`src/rtl/a_ctrls_poll_if.sv`:
```
// Poll-side link bundle: UART TX byte handshake plus the frame decoder's done pulse and values.
interface a_ctrls_poll_if;
    logic [7:0]      tx_data;
    logic            tx_valid;
    logic            tx_ready;
    logic            frame_done;
    logic [0:6][7:0] values_in;

    modport master (
        output tx_data,
        output tx_valid,
        input  tx_ready,
        input  frame_done,
        input  values_in
    );

    modport slave (
        input  tx_data,
        input  tx_valid,
        output tx_ready,
        output frame_done,
        output values_in
    );
endinterface

```
`src/rtl/a_ctrls_poll.sv`:
```
// Analog-controls poller: sends "R\r" per tick, waits for a frame with timeout/retry, latches values.
// Optional macro A_CTRLS_POLL_CHANGE_EN adds the per-byte o_changed flags.
module a_ctrls_poll #(
    parameter int unsigned POLL_DIV    = 500000,
    parameter int unsigned TIMEOUT_CYC = 250000,
    parameter int unsigned MAX_RETRY   = 3
) (
    input  logic            i_clk,
    input  logic            i_reset,
    input  logic            i_enable,
    a_ctrls_poll_if.master  if_link,
    output logic [0:6][7:0] o_values_out,
    output logic            o_values_valid,
    output logic            o_link_ok,
`ifdef A_CTRLS_POLL_CHANGE_EN
    output logic [6:0]      o_changed,
`endif
    output logic [7:0]      o_err_cnt
);
    localparam int unsigned TickW = $clog2(POLL_DIV);
    localparam int unsigned TimeW = (TIMEOUT_CYC > 2) ? $clog2(TIMEOUT_CYC) : 1;

    typedef enum logic [2:0] {StIdle, StSend0, StSend1, StWait, StLatch, StFail} state_e;

    state_e          r_state;
    logic [TickW-1:0] r_tick_cnt;
    logic [TimeW-1:0] r_to_cnt;
    logic [3:0]      r_retry;
    logic [7:0]      r_tx_data;
    logic            r_tx_valid;
    logic [0:6][7:0] r_values_out;
    logic            r_values_valid;
    logic            r_link_ok;
    logic [7:0]      r_err_cnt;
`ifdef A_CTRLS_POLL_CHANGE_EN
    logic [6:0]      r_changed;
`endif

    logic            w_tick;
    logic            w_xfer;
    logic            w_timeout;
    logic [3:0]      w_retry_inc;

    assign w_tick      = i_enable && (r_tick_cnt == TickW'(POLL_DIV - 1));
    assign w_xfer      = r_tx_valid && if_link.tx_ready;
    assign w_timeout   = (r_to_cnt == TimeW'(TIMEOUT_CYC - 1));
    assign w_retry_inc = r_retry + 4'd1;

    always_ff @(posedge i_clk) begin
        if (i_reset || !i_enable || w_tick) begin
            r_tick_cnt <= '0;
        end else begin
            r_tick_cnt <= r_tick_cnt + TickW'(1);
        end
    end

    always_ff @(posedge i_clk) begin
        if (i_reset) begin
            r_state        <= StIdle;
            r_to_cnt       <= '0;
            r_retry        <= '0;
            r_tx_data      <= 8'h00;
            r_tx_valid     <= 1'b0;
            r_values_out   <= '0;
            r_values_valid <= 1'b0;
            r_link_ok      <= 1'b0;
            r_err_cnt      <= 8'h00;
`ifdef A_CTRLS_POLL_CHANGE_EN
            r_changed      <= '0;
`endif
        end else begin
            r_values_valid <= 1'b0;
            case (r_state)
                StIdle: begin
                    if (w_tick) begin
                        r_state    <= StSend0;
                        r_tx_data  <= 8'h52;
                        r_tx_valid <= 1'b1;
                    end
                end
                StSend0: begin
                    if (w_xfer) begin
                        r_state   <= StSend1;
                        r_tx_data <= 8'h0D;
                    end
                end
                StSend1: begin
                    // A request is never cut short; an enable drop only skips the wait.
                    if (w_xfer) begin
                        r_tx_valid <= 1'b0;
                        r_to_cnt   <= '0;
                        if (i_enable) begin
                            r_state <= StWait;
                        end else begin
                            r_state <= StIdle;
                            r_retry <= '0;
                        end
                    end
                end
                StWait: begin
                    if (if_link.frame_done) begin
                        r_state <= StLatch;
                    end else if (w_timeout) begin
                        r_retry <= w_retry_inc;
                        if (w_retry_inc < 4'(MAX_RETRY)) begin
                            r_state    <= StSend0;
                            r_tx_data  <= 8'h52;
                            r_tx_valid <= 1'b1;
                        end else begin
                            r_state <= StFail;
                        end
                    end else if (!i_enable) begin
                        r_state <= StIdle;
                        r_retry <= '0;
                    end else begin
                        r_to_cnt <= r_to_cnt + TimeW'(1);
                    end
                end
                StLatch: begin
`ifdef A_CTRLS_POLL_CHANGE_EN
                    for (int i = 0; i < 7; i++) begin
                        r_changed[i] <= (if_link.values_in[i] != r_values_out[i]);
                    end
`endif
                    r_values_out   <= if_link.values_in;
                    r_values_valid <= 1'b1;
                    r_link_ok      <= 1'b1;
                    r_retry        <= '0;
                    r_state        <= StIdle;
                end
                StFail: begin
                    r_link_ok <= 1'b0;
                    if (r_err_cnt != 8'hFF) begin
                        r_err_cnt <= r_err_cnt + 8'd1;
                    end
                    r_retry <= '0;
                    r_state <= StIdle;
                end
                default: r_state <= StIdle;
            endcase
        end
    end

    assign if_link.tx_data  = r_tx_data;
    assign if_link.tx_valid = r_tx_valid;
    assign o_values_out     = r_values_out;
    assign o_values_valid   = r_values_valid;
    assign o_link_ok        = r_link_ok;
    assign o_err_cnt        = r_err_cnt;
`ifdef A_CTRLS_POLL_CHANGE_EN
    assign o_changed        = r_changed;
`endif
endmodule
```
`src/flat_wrapper.sv`:
```
// flat-port wrapper written by rule: the top's interface ports become plain ports
module a_ctrls_poll_flat 
#(
    parameter int unsigned POLL_DIV    = 500000,
    parameter int unsigned TIMEOUT_CYC = 250000,
    parameter int unsigned MAX_RETRY   = 3
)
  (i_clk, i_reset, i_enable, o_values_out, o_values_valid, o_link_ok, o_err_cnt, if_link_tx_data, if_link_tx_valid, if_link_tx_ready, if_link_frame_done, if_link_values_in);
  a_ctrls_poll_if if_link_i ();
  input  logic i_clk;
  input  logic i_reset;
  input  logic i_enable;
  output logic [0:6][7:0] o_values_out;
  output logic o_values_valid;
  output logic o_link_ok;
  output logic [7:0] o_err_cnt;
  output wire logic [$bits(if_link_i.tx_data)-1:0] if_link_tx_data;
  output wire logic [$bits(if_link_i.tx_valid)-1:0] if_link_tx_valid;
  input wire logic [$bits(if_link_i.tx_ready)-1:0] if_link_tx_ready;
  input wire logic [$bits(if_link_i.frame_done)-1:0] if_link_frame_done;
  input wire logic [$bits(if_link_i.values_in)-1:0] if_link_values_in;
  assign if_link_tx_data = if_link_i.tx_data;
  assign if_link_tx_valid = if_link_i.tx_valid;
  assign if_link_i.tx_ready = if_link_tx_ready;
  assign if_link_i.frame_done = if_link_frame_done;
  assign if_link_i.values_in = if_link_values_in;
  a_ctrls_poll #(.POLL_DIV(POLL_DIV), .TIMEOUT_CYC(TIMEOUT_CYC), .MAX_RETRY(MAX_RETRY)) u_core (.i_clk(i_clk), .i_reset(i_reset), .i_enable(i_enable), .if_link(if_link_i), .o_values_out(o_values_out), .o_values_valid(o_values_valid), .o_link_ok(o_link_ok), .o_err_cnt(o_err_cnt));
endmodule
```
`config.mk`:
```
export PLATFORM = sky130hd
export DESIGN_NAME = a_ctrls_poll_flat
export DESIGN_NICKNAME = d
export VERILOG_FILES = /design/src/rtl/a_ctrls_poll_if.sv /design/src/rtl/a_ctrls_poll.sv /design/src/flat_wrapper.sv
export SDC_FILE = /design/constraint.sdc
export NUM_CORES = 1
export LEC_CHECK = 0
export ABC_CLOCK_PERIOD_IN_PS = 7200
export CAP_MARGIN = 0
export CORE_AREA = 2 2 101 103
export CTS_BUF_LIST = sky130_fd_sc_hd__clkbuf_8
export DETAILED_ROUTE_END_ITERATION = 12
export DIE_AREA = 0 0 103 105
export PLACE_DENSITY = 0.85
export SYNTH_ARGS = -nofsm -noshare
export SYNTH_HDL_FRONTEND = slang
export SYNTH_SLANG_ARGS = --single-unit
export TNS_END_PERCENT = 10
```
`constraint.sdc`:
```
create_clock -name i_clk -period 7.2 [get_ports i_clk]
set_input_delay 2.16 -clock i_clk [delete_from_list [all_inputs] [get_ports i_clk]]
set_output_delay 2.16 -clock i_clk [all_outputs]
set_load 0.02 [all_outputs]
```
; Word-level counts from Yosys, hierarchy flattened
; Cells that the tools add are included.
[op_classes]
n_addsub = 4
order_cmp = 1
n_eq_ne = 17
muxes = 33
reduce_logical = 18
[op_table]
columns = operator, n
row1 = 18-bit two-way mux, 4
row2 = 8-bit two-way mux, 5
row3 = 18-bit case mux with 2 select lines, 1
row4 = 8-bit case mux with 3 select lines, 1
row5 = 3-bit two-way mux, 7
row6 = 19-bit by 1-bit adder with 19-bit output (second input constant), 1
row7 = 19-bit == test (second input constant), 1
row8 = 18-bit by 1-bit adder with 18-bit output (second input constant), 1
row9 = 18-bit == test (second input constant), 1
row10 = 4-bit two-way mux, 4
row11 = 3-bit case mux with 4 select lines, 1
row12 = 4-bit case mux with 3 select lines, 1
row13 = 6-bit AND reduction, 2
row14 = 2-bit by 1-bit inequality test with 1-bit output (second input constant), 5
row15 = 3-bit nonzero test, 3
row16 = 8-bit by 1-bit adder with 8-bit output (second input constant), 1
row17 = 8-bit inequality test (second input constant), 1
row18 = 3-bit by 2-bit == test with 1-bit output (second input constant), 2
row19 = 3-bit == test (second input constant), 2
row20 = 1-bit two-way mux, 6
row21 = 2-bit inequality test (second input constant), 3
row22 = 5-bit AND reduction, 1
row23 = 4-bit by 1-bit adder with 4-bit output (second input constant), 1
row24 = 4-bit by 2-bit less-than comparator with 1-bit output (second input constant), 1
row25 = 14 further kinds, 17
[word_totals]
ff_bits = 119
input_bits = 61
out_inout_bits = 75
wordCells = 89

; Logic depth before layout (Yosys ltp)
; Gate-level depths: netlist of run 1.
[depth]
depth_word = 6
mapped_depth = 8
ltp_nobuf = 7

; Worst setup path after synthesis of run 1
; No wires, ideal clock.
[synth_path]
path_type = input port to flip-flop
startpoint = input if_link_frame_done
endpoint = register u_core.r_to_cnt[11]
setup_time_ps = 70
t_arrival_ps = 3562
required_time_ps = 7129
path_slack_ps = 3567
path_stages = 6
n_path_buf = 1
cell_sequence = nand3b_1 -> a21oi_1 -> o21ai_0 -> buf_2 -> or4_1 -> a21oi_1
[synth_between]
elab_chain_len = 2
[synth_rtl]
columns = element, line_no
row1 = start: declaration, flat_wrapper.sv:20  ; input wire logic [$bits(if_link_i.frame_done)-1:0] if_link_frame_done;
row2 = 2-bit inequality test (no line), -
row3 = 5-bit AND reduction (no line), -
row4 = end signal: assignment, a_ctrls_poll.sv:116  ; r_to_cnt <= r_to_cnt + TimeW'(1);
row5 = end: declaration, a_ctrls_poll.sv:27  ; logic [TimeW-1:0] r_to_cnt;
; Every way passes these cells.
; A chain may end at the register's enable or synchronous reset.

; Final worst setup path of run 1
[layout_path]
startpoint = input i_enable
endpoint = register u_core.r_to_cnt[15]
[layout_between]
elab_chain_len = 2
[layout_rtl]
columns = element, line_no
row1 = start: declaration, flat_wrapper.sv:12  ; input logic i_enable;
row2 = 2-bit inequality test (no line), -
row3 = 5-bit AND reduction (no line), -
; Every way passes these cells.

==> flow_metrics.tcl, run 1 <==
set metrics [dict create \
    yosysWarnings 0 \
    fmax_mhz 235 \
    path_clk_slew_ns 0.06 \
    ys_seq_elements 113 \
    grt.total_usage_pct 22.6 \
    cap_violations 0 \
    m1WireLength_um 4770 \
    drc 0 \
    post-route-period-util_pct 59.0 \
    synth_edf_count 0 \
    maxSlewHeadroom_pct 19.9 \
    ctsResizeCount 0 \
    mostFrequentLayoutCells "137 x nand2_1, 132 x clkdlybuf4s50_1, 113 x dfxtp_1" \
    ys.flop_type "dfxtp_1" \
    leakage_nw 2.14 \
    n_antenna_cell 0 \
    async_reset_ff_share_pct 0 \
    drive_above_1_share_pct 5.48 \
    fin_nets 767 \
    clockRootBuffer "clkbuf_8" \
    syn_inst 581 \
    vias 4436 \
    die-height_um 105 \
    finalWirelength_um 11800 \
    grt_first_pass_wirelength_um 19300 \
    ys_seq_area_share_pct 47.6 \
    wl_met3_um 866 \
    synth_top_area_cell "dfxtp_1" \
    status "complete, no violations" \
    synth_cell_types 51 \
    synth_top_area_share_pct 47.6 \
    grt_pass1_vias 4239 \
    clk_latency_ns 0.43 \
    min_path_type "flip-flop to flip-flop" \
    die_area_sq_um 10800 \
    routed-wl-met2_um 5790 \
    cp_data_arrival_time_ns 4.60 \
    rsz0062_at_grt "false" \
    fillers 773 \
    grt_max_degree 81 \
    routedWlPerCell_um 13.9 \
    fin_tns_setup_ns 0 \
    skew_ns 0.00876 \
    dr.pass1.iters 4 \
    rows 36 \
    layout.cells.most_common "nand2_1" \
    final_core_util_pct 66.9 \
    synthesis.area_sq_um 4750 \
    slew_viol_final 0 \
    post-cts-setup-buffers 0 \
    cts_inserted_buffers 17 \
    start_kind "primary input" \
    num_io_pins 136 \
    start_util_pct 49.3 \
    worstSetupPathType "primary input to flip-flop" \
    top_layer "met4" \
    ant_nets 0 \
    irDropWorstVdd_v 0.000149 \
    cp.required_ns 7.55 \
    antenna_found_initial 0 \
    drt_iter0_markers 174 \
    hold_viol 0 \
    end_kind "flip-flop" \
    cts_max_level 4 \
    core_sq_um 9640 \
    io_buffer_count 133 \
    clockBufferDepth 2 \
    overflow 0 \
    vias_per_cell 5.25 \
    gp_congestion 0.870 \
    ys_top_cells_by_area "dfxtp_1 48%, nand2_1 11%, a21oi_1 7.3%" \
    post-dp-hpwl_um 8120 \
    period_needed_ns 4.25 \
    syn_to_final_growth_pct 35.8 \
    cts.sinks 113 \
    cts-hold-fix-buffers 0 \
    dieWidth_um 103 \
    path_max_fanout 12 \
    cts_tree "built" \
    worstMarginPinSlew_ns 1.20 \
    multi_input_area_sq_um 2300 \
    avgSynthCellArea_sq_um 8.17 \
    seq_area_sq_um 2260 \
    setup_viol 0 \
    p_per_area_nw_per_um2 184 \
]
## flip-flops by register name, indices dropped and copies added, names as in the netlist
name and cells:
u_core.r_state 3, u_core.o_values_valid 1, u_core.if_link.tx_valid 1, u_core.o_link_ok 1, u_core.o_err_cnt 8, u_core.r_tick_cnt 19
u_core.r_retry 4, u_core.if_link.tx_data 2, u_core.r_to_cnt 18, u_core.o_values_out 56
## metal layers
layer  GRT usage (%)  up-vias
met5               0        -
met4            10.3        0
met3            9.97       31
met2            36.5      142
met1            25.3     2063
li1                -     2200
## stage by stage
stage               hold WS (ns)  setup slack [ns]  cell area (sq um)  power, mW  cells
detailed placement         0.447              2.56               6110      0.687    815
CTS                        0.457              3.02               6450       1.20    845
global route               0.471              2.78               6450       1.23    845
finish                     0.453              2.95               6450       1.19    845
global placement           0.438              2.61               6110      0.687    815
floorplan                  0.430              3.57               4750      0.652    582
## worst max-delay path, cell delays in order
cell             delay [ns]
clkdlybuf4s50_1        0.62
nand3b_1               0.14
a21oi_1                0.39
o21ai_0                0.50
or4_1                  0.64
a21oi_1                0.15
## final cells by class
type / instances / area share [%]
clock buffer: 20 / 4.27
clock inverter: 10 / 0.990
inverter: 11 / 0.641
multi-input combinational: 424 / 35.7
sequential: 113 / 35.1
tap: 133 / 2.58
timing repair buffer: 134 / 20.7
## path summary, 6_finish.rpt
path | depth (start not counted) | slack, ns | endpoint | startpoint
setup / recovery | 6 | 2.95 | u_core.r_to_cnt[15] | i_enable
hold / removal | 2 | 0.45 | u_core.o_values_out[49] | u_core.o_values_out[49]
setup reg to reg | 5 | 4.18 | u_core.r_to_cnt[15] | u_core.r_to_cnt[4]
hold reg to reg | 2 | 0.45 | u_core.o_values_out[49] | u_core.o_values_out[49]
## synth_stat cells (2+ instances only)
master and n:
a32o_1 2, inv_1 11, nor4b_1 3, nor4_1 2, a31oi_1 4, a21oi_1 69
o31ai_1 5, nor2_1 54, o32ai_1 2, xor2_1 24, mux2i_1 4, nor2b_1 3
or4_1 8, and2_1 3, clkbuf_1 20, nand4_1 9, nand2b_1 5, and4_1 4
xnor2_1 11, ha_1 5, o21ai_0 6, nand3_1 19, dfxtp_1 113, and3_1 7
buf_1 6, and3b_1 2, nand3b_1 6, nand2_1 138, buf_4 7, a21o_1 2
o211ai_1 4, nor3_1 4
## kinds of logic after synthesis
family / Yosys count / synth area share [%]
adder cells (fa/ha/maj): 5 / 1.32
multiplexers: 4 / 0.843
AND/OR/NAND/NOR: 271 / 26.2
flip-flops: 113 / 47.6
XOR/XNOR: 35 / 6.46
AO/OA/AOI/OAI: 107 / 13.3
other: 1 / 0.0790
buffers and inverters: 45 / 4.14
## report_power, final
group	switching, mW	total, mW	leakage [nW]	internal (mW)
Combinational	0.0174	0.0473	1.07	0.0299
Clock	0.255	0.512	0.168	0.258
Sequential	0.000485	0.626	0.910	0.626
Note: power is estimated with default switching activity, not from simulation.
==> run 2: changes to the inputs <==
--- a/config.mk
+++ b/config.mk
@@ -5,13 +5,13 @@
 export SDC_FILE = /design/constraint.sdc
 export NUM_CORES = 1
 export LEC_CHECK = 0
-export ABC_CLOCK_PERIOD_IN_PS = 7200
+export ABC_CLOCK_PERIOD_IN_PS = 4310
 export CAP_MARGIN = 0
-export CORE_AREA = 2 2 101 103
+export CORE_AREA = 2 2 102 104
 export CTS_BUF_LIST = sky130_fd_sc_hd__clkbuf_8
 export DETAILED_ROUTE_END_ITERATION = 12
-export DIE_AREA = 0 0 103 105
-export PLACE_DENSITY = 0.85
+export DIE_AREA = 0 0 104 106
+export PLACE_DENSITY = 0.83
 export SYNTH_ARGS = -nofsm -noshare
 export SYNTH_HDL_FRONTEND = slang
 export SYNTH_SLANG_ARGS = --single-unit
==> constraint.sdc (replaced) <==
create_clock -name i_clk -period 4.31 [get_ports i_clk]
set_input_delay 1.293 -clock i_clk [delete_from_list [all_inputs] [get_ports i_clk]]
set_output_delay 1.293 -clock i_clk [all_outputs]
set_load 0.02 [all_outputs]
==> flow_metrics.tcl, run 2 (synthesis gave the netlist of run 1 again) <==
set metrics [dict create \
    fin_nets 770 \
    setup_viol 0 \
    clockRootBuffer "clkbuf_8" \
    routedWlPerCell_um 14.3 \
    vias 4450 \
    dpl_cell_area_sq_um 6130 \
    min_path_type "flip-flop to flip-flop" \
    ctsResizeCount 0 \
    skew_ns 0.00946 \
    status "complete, no violations" \
    core_sq_um 10000 \
    period_needed_ns 3.40 \
    grt.total_usage_pct 22.5 \
    worstSetupPathType "primary input to flip-flop" \
    crit_slowest_cell "or4_1" \
    crit_buf_inv 1 \
    overflow 0 \
    layout.cells.most_common "nand2_1" \
    path_common_cell "a21oi_1" \
    cap_violations 0 \
    drive_above_1_share_pct 6.00 \
    cp.required_ns 4.67 \
    mostFrequentLayoutCells "137 x nand2_1, 132 x clkdlybuf4s50_1, 113 x dfxtp_1" \
    largest_reg_flops 56 \
    vias_per_cell 5.22 \
    cts_inserted_buffers 17 \
    end_kind "flip-flop" \
    leakage_nw 2.19 \
    syn_to_final_growth_pct 37.7 \
    cts_tree "built" \
    maxSlewHeadroom_pct 23.8 \
    post-cts-setup-buffers 0 \
    grt_pass1_vias 4325 \
    fin_area_sq_um 6540 \
    fmax_mhz 294 \
    num_io_pins 136 \
    rows 37 \
    fin_tns_setup_ns 0 \
    worstMarginPinSlew_ns 1.13 \
    cts-hold-fix-buffers 0 \
    start_util_pct 47.5 \
    hold_viol 0 \
    gp_congestion 0.880 \
    ant_nets 0 \
    path_max_fanout 12 \
    cts.sinks 113 \
    finalWirelength_um 12200 \
    grt_first_pass_wirelength_um 20000 \
    cp_data_arrival_time_ns 3.75 \
    start_kind "primary input" \
    irDropWorstVdd_v 0.000222 \
    antenna_found_initial 0 \
    slew_viol_final 0 \
    grt_max_degree 59 \
    post-route-period-util_pct 78.8 \
    cp_top_family "compound AO/OA/AOI/OAI gates" \
    n_antenna_cell 0 \
    drc 0 \
    clk_latency_ns 0.43 \
    io_buffer_count 133 \
    drt_iter0_markers 194 \
    p_per_area_nw_per_um2 326 \
    dr.pass1.iters 5 \
    rsz0062_at_grt "false" \
    cts_max_level 4 \
    die-height_um 106 \
    die_area_sq_um 11000 \
    crit_chain "clkdlybuf4s50_1 -> nand3b_1 -> a21oi_1 -> o21ai_0 -> or4_1 -> a21oi_1" \
    path_clk_slew_ns 0.07 \
    clockBufferDepth 2 \
    p_total_mw 2.13 \
    dieWidth_um 104 \
    max_stage_delay_ns 0.65 \
    post-dp-hpwl_um 8420 \
]
==> run 2: cell types whose count changed in the layout (fill, tap and decap cells not counted) <==
cell | before | now
buf_4 | 1 | 4
bufinv_16 | 0 | 3
clkbuf_8 | 20 | 17
clkinv_2 | 5 | 4
clkinvlp_4 | 4 | 5
inv_1 | 11 | 12
inv_6 | 0 | 1
==> run 2: where the power goes <==
part / internal [mW] / total (mW) / leakage (nW) / switching (mW)
combinational: 0.0512 / 0.0818 / 1.08 / 0.0306
sequential: 1.04 / 1.05 / 0.910 / 0.000824
clock: 0.566 / 1.01 / 0.195 / 0.440
==> run 2: worst min-delay path, cell delays in order, from the launching register on <==
cell and delay [ns]:
dfxtp_1 0.31, nand2_1 0.05, a21oi_1 0.05
==> run 2: layer usage <==
| layer | GRT usage (%) | part of all wire (%) | wire [um] |
|---|---|---|---|
| met2 | 39.7 | 52 | 6280 |
| met5 | 0 | 0 | 0 |
| met1 | 25.6 | 41 | 4950 |
| met4 | 10.4 | 2.3 | 277 |
| met3 | 5.58 | 5.4 | 653 |
==> run 2: final timing paths <==
kind,startpoint,endpoint,slack (ns),cells past startpoint
hold / removal,u_core.o_values_out[49],u_core.o_values_out[49],0.46,2
setup / recovery,i_enable,u_core.r_to_cnt[17],0.91,6
setup reg to reg,u_core.r_to_cnt[4],u_core.r_to_cnt[17],1.35,5
hold reg to reg,u_core.o_values_out[49],u_core.o_values_out[49],0.46,2
==> run 2: area by class of cell <==
class,count,area (sq um)
sequential,113,2260
timing repair buffer,137,1360
clock buffer,17,234
inverter,11,41.3
fill,841,3460
tap,136,170
clock inverter,15,169
multi-input combinational,424,2300
==> run 2: per-stage QoR <==
step	cells	setup WS (ns)	util, %	hold slack, ns
6_report	853	0.913	65.4	0.455
5_1_grt	853	0.774	65.4	0.479
4_1_cts	853	0.976	65.4	0.457
3_5_place_dp	821	0.533	61.3	0.448
3_3_place_gp	821	0.646	61.3	0.439
2_1_floorplan	582	1.54	-	0.430
